<file path="config.mk">
export PLATFORM = sky130hd
export DESIGN_NAME = ntt_unload
export DESIGN_NICKNAME = d
export VERILOG_FILES = /design/src/rtl/ntt_unload.sv
export SDC_FILE = /design/constraint.sdc
export NUM_CORES = 1
export LEC_CHECK = 0
export CAP_MARGIN = 20
export CORE_ASPECT_RATIO = 0.75
export CORE_MARGIN = 4
export CORE_UTILIZATION = 40
export DETAILED_ROUTE_END_ITERATION = 7
export PLACE_DENSITY_LB_ADDON = 0.1
export SETUP_SLACK_MARGIN = 0.4
export SKIP_CTS_REPAIR_TIMING = 1
export SLEW_MARGIN = 20
export SYNTH_ARGS = -nofsm -noshare
export SYNTH_HDL_FRONTEND = slang
export SYNTH_SLANG_ARGS = --single-unit
</file>
<file path="constraint.sdc">
create_clock -name clk -period 10.6 [get_ports clk]
set_input_delay 2.12 -clock clk [delete_from_list [all_inputs] [get_ports clk]]
set_output_delay 2.12 -clock clk [all_outputs]
set_load 0.01 [all_outputs]
</file>
<file path="src/rtl/ntt_unload.sv">
// ntt_unload
//   Drains an N-entry coefficient memory in address order once the upstream
//   NTT has finished. Each coefficient is reduced to canonical form [0, Q)
//   and streamed out over a valid/ready handshake.
//
// Ports
//   clk, rst          clock, synchronous active-high reset
//   start             one-cycle pulse, accepted only while busy=0
//   en_r, addr_r      memory read request (shared read port)
//   data_r            read data, valid the cycle after en_r
//   data_out          canonical coefficient, driven from the FIFO head register
//   valid_out         data_out holds a coefficient
//   ready_out         consumer accepts data_out
//   busy              unload in progress
//   done_out          one-cycle pulse after the final handshake
//   range_err         sticky: some read value was >= 4Q; cleared by accepted start
//
// Handshake: a coefficient transfers in every cycle where valid_out and
// ready_out are both 1. While valid_out=1 and ready_out=0, data_out holds.
module ntt_unload #(
    parameter int Q  = 3329,
    parameter int N  = 256,
    parameter int DW = 16,
    parameter int AW = 8
) (
    input  logic          clk,
    input  logic          rst,
    input  logic          start,
    output logic          en_r,
    output logic [AW-1:0] addr_r,
    input  logic [DW-1:0] data_r,
    output logic [DW-1:0] data_out,
    output logic          valid_out,
    input  logic          ready_out,
    output logic          busy,
    output logic          done_out,
    output logic          range_err
);

    localparam int CW = AW + 1;

    typedef enum logic {S_IDLE, S_RUN} state_t;

    state_t        r_state;
    logic [CW-1:0] r_issued;
    logic [CW-1:0] r_popped;
    logic          r_inflight;
    logic [1:0]    r_count;
    logic [DW-1:0] r_head;
    logic [DW-1:0] r_tail;
    logic          r_done;
    logic          r_range_err;

    logic          w_pop;
    logic          w_push;
    logic          w_issue;
    logic [2:0]    w_occ;
    logic [DW-1:0] w_red1;
    logic [DW-1:0] w_red;
    logic          w_over;

    assign w_pop  = (r_count != 2'd0) && ready_out;
    assign w_push = r_inflight;

    // Credit: stored entries plus the read in flight, minus the entry leaving
    // this cycle, must leave room for the data this read will return.
    assign w_occ   = {1'b0, r_count} + {2'b00, r_inflight};
    assign w_issue = (r_state == S_RUN) && (r_issued < CW'(N))
                     && ((w_occ - {2'b00, w_pop}) < 3'd2);

    // Two conditional subtractions reach [0, Q) for any input below 4Q.
    assign w_over = (data_r >= DW'(4 * Q));
    assign w_red1 = (data_r >= DW'(2 * Q)) ? (data_r - DW'(2 * Q)) : data_r;
    assign w_red  = (w_red1 >= DW'(Q)) ? (w_red1 - DW'(Q)) : w_red1;

    always_ff @(posedge clk) begin
        if (rst) begin
            r_state     <= S_IDLE;
            r_issued    <= '0;
            r_popped    <= '0;
            r_inflight  <= 1'b0;
            r_count     <= 2'd0;
            r_head      <= '0;
            r_tail      <= '0;
            r_done      <= 1'b0;
            r_range_err <= 1'b0;
        end else begin
            r_done     <= 1'b0;
            r_inflight <= w_issue;

            if (w_issue) r_issued <= r_issued + 1'b1;
            if (w_pop)   r_popped <= r_popped + 1'b1;
            if (w_push && w_over) r_range_err <= 1'b1;

            case (r_state)
                S_IDLE: begin
                    if (start) begin
                        r_state     <= S_RUN;
                        r_issued    <= '0;
                        r_popped    <= '0;
                        r_range_err <= 1'b0;
                    end
                end
                S_RUN: begin
                    if (w_pop && (r_popped == CW'(N - 1))) begin
                        r_state <= S_IDLE;
                        r_done  <= 1'b1;
                    end
                end
                default: r_state <= S_IDLE;
            endcase

            // Shift-style 2-entry FIFO: head feeds data_out, tail is the
            // second slot. Push into a full FIFO cannot occur (credit rule).
            case ({w_push, w_pop})
                2'b10: begin
                    if (r_count == 2'd0) r_head <= w_red;
                    else                 r_tail <= w_red;
                    r_count <= r_count + 2'd1;
                end
                2'b01: begin
                    if (r_count == 2'd2) r_head <= r_tail;
                    r_count <= r_count - 2'd1;
                end
                2'b11: begin
                    if (r_count == 2'd1) begin
                        r_head <= w_red;
                    end else begin
                        r_head <= r_tail;
                        r_tail <= w_red;
                    end
                end
                default: ;
            endcase
        end
    end

    assign en_r      = w_issue;
    assign addr_r    = r_issued[AW-1:0];
    assign data_out  = r_head;
    assign valid_out = (r_count != 2'd0);
    assign busy      = (r_state == S_RUN);
    assign done_out  = r_done;
    assign range_err = r_range_err;

endmodule

</file>
==> results of run 1 <==
worst max-delay path: stages:
cell,delay [ns]
clkdlybuf4s50_1,0.45
nor2b_1,0.71
ha_1,0.37
nand2b_1,0.15
fa_1,0.38
xor2_1,0.16
nor3_1,0.59
clkdlybuf4s50_1,0.67
layout make-up:
cell class              count  area share
inverters                  19      0.0165
multi-input cells         370       0.540
repair buffers             51       0.116
clock buffers               5      0.0290
well taps                 112      0.0324
clock inverters             3     0.00637
flip-flops and latches     56       0.259
layout by cell type, fill, tap and decap left out, types with 4 or more instances in the layout:
cell type        instances
clkbuf_16                5
nor2_1                  58
nand4_1                  8
a21oi_1                 33
ha_1                    15
o31ai_1                  5
o21ai_0                 14
nor2b_1                  5
and3_1                   5
a211oi_1                 8
dfxtp_1                 56
nand2_1                 55
clkdlybuf4s50_1         48
xnor2_1                 22
xor2_1                  15
or3_1                   10
o21ai_1                 12
nand3_1                  6
o22ai_1                  4
inv_1                   19
a221oi_1                 9
mux2i_1                  5
nor3_1                  20
a21o_1                   5
power groups by stage:
stage / logic, mW / clock network (mW) / registers [mW]
after floorplan: 0.209 / 0 / 0.297
after global placement: 0.334 / 0 / 0.287
after detailed placement: 0.340 / 0 / 0.290
after CTS: 0.342 / 0.175 / 0.285
after global routing: 0.378 / 0.185 / 0.290
final: 0.340 / 0.173 / 0.284
cell families (layout without fill, tap and decap cells):
group                    Yosys count  after routing  synth area share
flip-flops                        56             56             0.303
buffers and inverters             54             78            0.0674
multiplexers                       5              5            0.0135
AO/OA/AOI/OAI                    124            124             0.232
adder cells (fa/ha/maj)           16             16            0.0562
AND/OR/NAND/NOR                  188            188             0.240
XOR/XNOR                          37             37            0.0877
flip-flops by register name, indices dropped and copies added (netlist names):
signal and count:
range_err 1, r_tail 16, done_out 1, data_out 16, r_inflight 1, r_issued 9
r_popped 9, r_count 2, busy 1
through the flow:
step	instances	utilization	worst slack (ns)	instance area [µm²]
2_1_floorplan	480	-	4.28	3690
3_3_place_gp	608	0.462	2.98	4160
3_5_place_dp	608	0.463	2.94	4170
4_1_cts	616	0.480	2.94	4320
5_1_grt	616	0.480	2.65	4320
6_report	616	0.480	2.87	4320
layer usage:
metal	part of all wire	wire (µm)	vias up	GRT usage
li1	-	-	1741	-
met1	0.56	5150	1556	0.267
met2	0.40	3670	74	0.240
met3	0.042	390	2	0.0305
met4	0.0040	37	0	0.0231
met5	0	0	-	0
worst max-delay path by stage:
stage          depth (start not counted)  slack, ns  endpoint       from
3_3_place_gp                           8       2.98      en_r  ready_out
2_1_floorplan                          7       4.28      en_r  ready_out
5_1_grt                                8       2.65      en_r  ready_out
4_1_cts                                8       2.94      en_r  ready_out
3_5_place_dp                           8       2.94      en_r  ready_out
6_report                               8       2.87      en_r  ready_out
==> results by group, run 1 <==
Route
  • Routed Antenna Nets: 0
  • Routed len/inst: 15.0 µm
  • Residual DRC: 0
  • Vias/cell: 5.48
  • Pre-antenna DRT Iters: 5
  • WL final: just over 9000 µm
  • Via count: 3373
  • Initial DRC Count: approximately 200

Worst setup path
  • Worst Setup End Kind: primary output
  • Critical path arrival: 5.61 ns
  • Startpoint Class: input pin
  • Critical path class: in -> out
  • Capturing point of the worst reg2reg path: r_issued[5]
  • Critical path required time: approximately 8.5 ns
  • CP max FO: 13
  • Reg2reg setup slack: 6.48 ns
  • Worst r2r src: r_count[1]
  • Worst reg-to-reg path cell count: 11

Synthesis
  • Synth warn: 0
  • Post-synth EDFFs: 0
  • Post-synth top area cell: dfxtp_1
  • Post-synthesis sequential area ratio: 0.303
  • Cell with the most instances after synthesis: nor2_1
  • Top cell type's share of synthesized area: 0.303
  • Mapped cell area: 3690 µm²
  • Ys async rst share: 0
  • Cells after Synth: 480
  • Top cells by area, synth: dfxtp_1 (30%), nor2_1 (5.9%), nand2_1 (5.6%), xnor2_1 (5.2%), ha_1 (5.1%)
  • Post-Synthesis Mean Instance Area: 7.70 µm²
  • Seq cells post-synth: 56
  • Distinct cells, synth: 63
  • Syn Nets: 516
  • Post-synth top cells: nor2_1 (58), dfxtp_1 (56), nand2_1 (55)
  • Main synth FF type: dfxtp_1

Die
  • IO Pins: 49
  • Starting Density: 0.410
  • Rows: 30
  • Core Box Area: 9010 µm²
  • Die height: about 90 µm
  • Die width: 119 µm
  • Die area: 10900 µm²

Clock network
  • Clk root buf: clkbuf_16
  • Number of buffers created by CTS: 5
  • CTS H-tree lvls: 2
  • Clock Sinks: 56
  • TritonCTS clock tree: built
  • Max Buffers Root-to-Sink: 2
  • Clock latency on the worst-skew pair: 0.30 ns
  • Clock transition at the registers of the reported paths: around 0.080 ns

Layout
  • Fillers: 949
  • Reg area: 1120 µm²
  • Layout cell share with drive strength beyond 1: 0.0496
  • N_diodes: 0
  • Area delta synth->final: 16.9%
  • Nets@finish: 539
  • Area of the multi-input gates: about 2300 µm²

Hold path
  • Hold path start: data_out[7]
  • Worst hold path type: reg -> reg
  • Hold depth: 2
  • Hold Path End: data_out[7]

STA
  • Period utilization: 0.729
  • RSZ-0062 raised after global routing: no
  • Peak Freq: 129 MHz
  • Setup TNS: 0 ns
  • WHS: 0.456 ns
  • Final setup vio count: 0
  • Worst Max-Slew Pin Slew: 0.982 ns
  • Post-layout min period: 7.73 ns
  • Clock Skews: 0.00788 ns
  • Hold Vio Cnt, Final: 0
  • Pins Over Slew Limit: 0
  • Worst slew margin: 0.346

Run
  • Total of max-cap violations: 0

Outcome
  • Outcome: complete, no violations

Pwr
  • Switching part of the total power: 0.379
  • Clock share of power: 0.217
  • P_leak: 1.54 nW
  • Peak VDD IR: 0.0799 mV
  • Comb power frac: 0.427
  • PwrDens: 185 nW/µm²
  • Tot Pwr: 0.797 mW
  • Psw: 0.302 mW
  • Reg power frac: 0.357
  • Internal power: 0.495 mW

Placement
  • IO Port Bufs: 48
  • Post-DP HPWL: around 6900 µm
  • Final RePlAce weighted congestion: 0.840

Global route
  • Initial antenna violation count: 0
  • First-pass GRT wire length: 15300 µm
  • Vias in the first global route: 3057
  • Gr ovfl total: 0
  • Largest net degree at the start of global routing: 38
  • Tot GR Track Use: 0.169
No activity file was read; power rests on OpenSTA's default activity.
==> inputs of run 2 (changes only) <==
==> constraint.sdc (replaced) <==
create_clock -name clk -period 6.5 [get_ports clk]
set_input_delay 1.3 -clock clk [delete_from_list [all_inputs] [get_ports clk]]
set_output_delay 1.3 -clock clk [all_outputs]
set_load 0.01 [all_outputs]
==> run 2 against run 1 <==
  * Non-clock buffer count is 4 higher
  * Cell count is 0.65% higher
  * Sequential cell count stayed put
  * Clock power is 81% higher
  * Core utilization is 0.42 points higher
  * Global-route usage is 0.35 points higher
  * Critical path depth is 1 higher
  * Die area stayed put
  * First-iteration DRC count is 29% higher
  * Final area is 0.87% higher
  * Largest power group unchanged
==> results by group, run 2 (same netlist as run 1, synthesis figures left out) <==
Outcome
  • Outcome: complete, no violations

Hold path
  • Hold depth: 1
  • Worst hold path type: reg -> reg

Layout
  • Fin util: 0.484
  • Nets@finish: 543
  • Final std cells w/o fill: 620
  • Area delta synth->final: 17.9%
  • Most frequent cells in the layout: nor2_1 (58), dfxtp_1 (56), nand2_1 (55)
  • Final instance area: 4360 µm²
  • Layout cell share with drive strength beyond 1: 0.0512
  • Fillers: between 900 and 1000
  • Commonest non-fill, non-tap cell in the layout: nor2_1
  • N_diodes: 0

Global route
  • Vias in the first global route: 3096
  • Initial antenna violation count: 0
  • Tot GR Track Use: 0.172
  • First-pass GRT wire length: approximately 16000 µm
  • Gr ovfl total: 0
  • Largest net degree at the start of global routing: 38

Clock network
  • Clock Sinks: 56
  • Clock latency on the worst-skew pair: 0.29 ns
  • Number of buffers created by CTS: 5
  • Max Buffers Root-to-Sink: 2
  • Clk root buf: clkbuf_16
  • Clock transition at the registers of the reported paths: 0.07 ns
  • TritonCTS clock tree: built
  • CTS H-tree lvls: 2

Die
  • Die height: 91.2 µm
  • Starting Density: 0.410
  • Rows: 30
  • Die width: 119 µm
  • Core Box Area: 9010 µm²
  • Die area: between 10000 and 15000 µm²
  • IO Pins: a little under 50

STA
  • Pins Over Slew Limit: 0
  • RSZ-0062 raised after global routing: no
  • Period utilization: 0.851
  • Clock Skews: between 0.005 and 0.006 ns
  • Worst slew margin: 0.536
  • WHS: roughly 0.46 ns
  • Post-layout min period: 5.53 ns
  • Peak Freq: roughly 180 MHz
  • Worst Max-Slew Pin Slew: about 0.7 ns
  • Hold Vio Cnt, Final: 0
  • Setup TNS: 0 ns
  • Final setup vio count: 0

Route
  • WL final: 9160 µm
  • Initial DRC Count: 259
  • Via count: 3325
  • Met2 WL post-DR: 3500 µm
  • Pre-antenna DRT Iters: 4
  • Max Used Layer: met4
  • Wire length on met1: 5170 µm
  • Routed Antenna Nets: 0
  • Vias/cell: 5.36
  • Routed len/inst: 14.8 µm
  • Met3 Wirelength: 439 µm
  • Residual DRC: 0

Worst setup path
  • Critical path required time: 5.20 ns
  • Critical path arrival: 4.23 ns
  • Crit path from: ready_out
  • Worst reg-to-reg path cell count: 12
  • Critical path class: in -> out
  • Worst Setup End Kind: primary output
  • Capturing point of the worst reg2reg path: r_issued[7]
  • Reg2reg setup slack: 2.93 ns
  • Worst r2r src: r_count[1]
  • Startpoint Class: input pin
  • Crit path capture: en_r
  • CP max FO: 13

Placement
  • IO Port Bufs: 48
  • Final RePlAce weighted congestion: 0.842
  • Post-DP HPWL: 6840 µm
  • Dpl cell area: 4190 µm²
  • Inst Count DP: 612

Pwr
  • PwrDens: 307 nW/µm²
  • P_leak: around 1.6 nW
  • Peak VDD IR: 0.144 mV

Run
  • Total of max-cap violations: 0
## run 2: cell count changes in the layout (fill, tap and decap cells not counted), sizes merged
cell	before	now
buf	3	7
clkinvlp	1	0
clkbuf	5	6
bufinv	0	1
clkinv	1	0
## run 2: cell type report
class                   count  area [µm²]  area share
multi-input cells         370        2320       0.533
flip-flops and latches     56        1120       0.257
repair buffers             55         533       0.122
well taps                 112         140      0.0322
clock buffers               6         129      0.0296
inverters                  19        71.3      0.0164
clock inverters             2        38.8     0.00890
## run 2: worst min-delay path by stage
| stage | end | slack, ns | start |
|---|---|---|---|
| 3_5_place_dp | data_out[2] | 0.44 | data_out[2] |
| 3_3_place_gp | data_out[2] | 0.43 | data_out[2] |
| 2_1_floorplan | r_inflight | 0.42 | r_issued[8] |
| 5_1_grt | r_tail[11] | 0.47 | r_tail[11] |
| 6_report | data_out[2] | 0.46 | data_out[2] |
| 4_1_cts | data_out[2] | 0.46 | data_out[2] |
## run 2: stage by stage
stage / setup WS (ns) / total power, mW
5_1_grt: 0.786 / 1.43
2_1_floorplan: 1.82 / 0.825
3_5_place_dp: 0.962 / 1.03
3_3_place_gp: 0.994 / 1.02
4_1_cts: 0.960 / 1.35
6_report: 0.967 / 1.34
## run 2: routing by layer
metal,vias up,GRT usage
li1,1747,-
met1,1496,0.276
met2,78,0.234
met3,4,0.0324
met4,0,0.0366
met5,-,0
## run 2: worst max-delay path, cell delays in order
cell and delay, ns:
clkdlybuf4s50_1 0.45, nor2b_1 0.12, buf_4 0.20, ha_1 0.24, nand2b_1 0.15, fa_1 0.38, xor2_1 0.16, nor3_1 0.57
clkdlybuf4s50_1 0.66
## run 2: report_power, final
part | internal [mW] | total (mW) | switching (mW) | leakage, nW
registers | 0.418 | 0.464 | 0.0461 | 0.455
clock network | 0.184 | 0.313 | 0.129 | 0.0815
logic | 0.250 | 0.560 | 0.310 | 1.03
total | 0.852 | 1.34 | 0.485 | 1.57
==> inputs of run 3 (changes only) <==
--- a/config.mk
+++ b/config.mk
@@ -7,10 +7,11 @@
 export LEC_CHECK = 0
 export CAP_MARGIN = 20
 export CORE_ASPECT_RATIO = 0.75
-export CORE_MARGIN = 4
-export CORE_UTILIZATION = 40
+export CORE_MARGIN = 5
+export CORE_UTILIZATION = 43
 export DETAILED_ROUTE_END_ITERATION = 7
 export PLACE_DENSITY_LB_ADDON = 0.1
+export RECOVER_POWER = 25
 export SETUP_SLACK_MARGIN = 0.4
 export SKIP_CTS_REPAIR_TIMING = 1
 export SLEW_MARGIN = 20
==> run 3 against run 2 <==
  * Routed wire length up 0.89%
  * Largest power group unchanged
  * Sequential power barely moved
  * Worst setup slack got worse by 0.35 ns
  * Die area decreased by 2.7%
  * Core utilization grew 3.1 points
  * Critical endpoint unchanged
  * Total power decreased by 3.4%
  * Combinational power down 2%
  * Hold slack worse by 0.0067 ns
  * Sequential share of layout area up 0.16 points
==> results by group, run 3 (same netlist as run 1, synthesis figures left out) <==
Die
  • Die area: between 10000 and 15000 µm²
  • Die height: 90.3 µm
  • IO Pins: 49
  • Starting Density: 0.439
  • Rows: 29
  • Core Box Area: 8420 µm²
  • Die width: 117 µm

Global route
  • Vias in the first global route: 2976
  • Initial antenna violation count: 0
  • First-pass GRT wire length: 15200 µm
  • Largest net degree at the start of global routing: 38
  • Tot GR Track Use: 0.176
  • Gr ovfl total: 0

Hold path
  • Worst hold path type: reg -> reg

STA
  • Worst Max-Slew Pin Slew: 0.757 ns
  • Period utilization: 0.905
  • Post-layout min period: 5.88 ns
  • Clock Skews: 0.00883 ns
  • Worst slew margin: 0.495
  • Peak Freq: around 170 MHz
  • Setup TNS: 0 ns
  • Hold Vio Cnt, Final: 0
  • RSZ-0062 raised after global routing: no
  • Final setup vio count: 0
  • Pins Over Slew Limit: 0

Worst setup path
  • Cells along the critical path: clkdlybuf4s50_1 -> nor2b_1 -> clkbuf_1 -> ha_1 -> nand2b_1 -> fa_1 -> xor2_1 -> nor3_1 -> clkdlybuf4s50_1
  • Most used cell along the critical path: clkdlybuf4s50_1
  • CP max stage delay: ~0.66 ns
  • Crit path buffers/inverters: 3
  • Cell at the slowest stage of the critical path: clkdlybuf4s50_1
  • Startpoint Class: input pin
  • Critical path required time: 5.20 ns
  • Worst Setup End Kind: primary output
  • CP top delay family: buffers and inverters
  • CP max FO: 13
  • Critical path arrival: 4.58 ns
  • Critical path class: in -> out

Layout
  • Layout cell share with drive strength beyond 1: 0.0512
  • N_diodes: 0
  • Nets@finish: between 500 and 600
  • Most frequent cells in the layout: nor2_1 (58), dfxtp_1 (56), nand2_1 (55)
  • Commonest non-fill, non-tap cell in the layout: nor2_1
  • Final std cells w/o fill: 616
  • Area delta synth->final: 17.2%

Route
  • Vias/cell: 5.49
  • Via count: 3384
  • Routed len/inst: 15.0 µm
  • WL final: 9250 µm
  • Residual DRC: 0
  • Initial DRC Count: 274
  • Pre-antenna DRT Iters: 5
  • Routed Antenna Nets: 0

Clock network
  • Clock latency on the worst-skew pair: 0.29 ns
  • CTS H-tree lvls: 2
  • TritonCTS clock tree: built
  • Clock Sinks: 56
  • Max Buffers Root-to-Sink: 2
  • Number of buffers created by CTS: 5
  • Clock transition at the registers of the reported paths: 0.08 ns
  • Clk root buf: clkbuf_16

Placement
  • Inst Count DP: 608
  • Final RePlAce weighted congestion: 0.856
  • IO Port Bufs: 48
  • Post-DP HPWL: 6800 µm

Run
  • Total of max-cap violations: 0

Pwr
  • PwrDens: 298 nW/µm²
  • P_leak: 1.61 nW
  • Peak VDD IR: 0.165 mV

Outcome
  • Outcome: complete, no violations
## run 3: metal layers
metal | vias up | share of wire | track usage
li1 | 1748 | - | -
met1 | 1543 | 0.55 | 0.295
met2 | 88 | 0.39 | 0.231
met3 | 5 | 0.059 | 0.0268
met4 | 0 | 0.0064 | 0.0315
met5 | - | 0 | 0
## run 3: per-stage QoR
step	hold slack, ns	setup WS [ns]	area [µm²]	utilization	power [mW]
final	0.448	0.619	4330	0.515	1.29
after floorplan	0.423	1.82	3690	-	0.825
after CTS	0.456	0.962	4340	0.515	1.32
after global routing	0.470	0.419	4330	0.515	1.39
after detailed placement	0.441	0.970	4190	0.497	1.04
after global placement	0.432	0.992	4190	0.497	1.03
## run 3: power breakdown
| group | leakage, nW | internal, mW | switching (mW) |
|---|---|---|---|
| Sequential | 0.455 | 0.417 | 0.0447 |
| Combinational | 1.09 | 0.235 | 0.315 |
| Clock | 0.0708 | 0.146 | 0.133 |
## run 3: cell type report
cell class                      instances  area [µm²]
Tap cell                              108         135
Inverter                               19        71.3
Sequential cell                        56        1120
Fill cell                             846        4090
Timing Repair Buffer                   55         529
Multi-Input combinational cell        370        2320
Clock buffer                            5         125
Clock inverter                          3        25.0
## run 3: final timing paths
check | start | end | slack, ns | cells after the start
worst max register to register | r_count[1] | r_issued[5] | 2.59 | 12
worst min register to register | data_out[9] | data_out[9] | 0.45 | 2
worst min-delay path | data_out[9] | data_out[9] | 0.45 | 2
worst max-delay path | ready_out | en_r | 0.62 | 9
## run 3: tightest hold or removal path, cell delays in order (launching register included)
cell and delay, ns:
dfxtp_1 0.31, nand2_1 0.05, o21ai_1 0.05
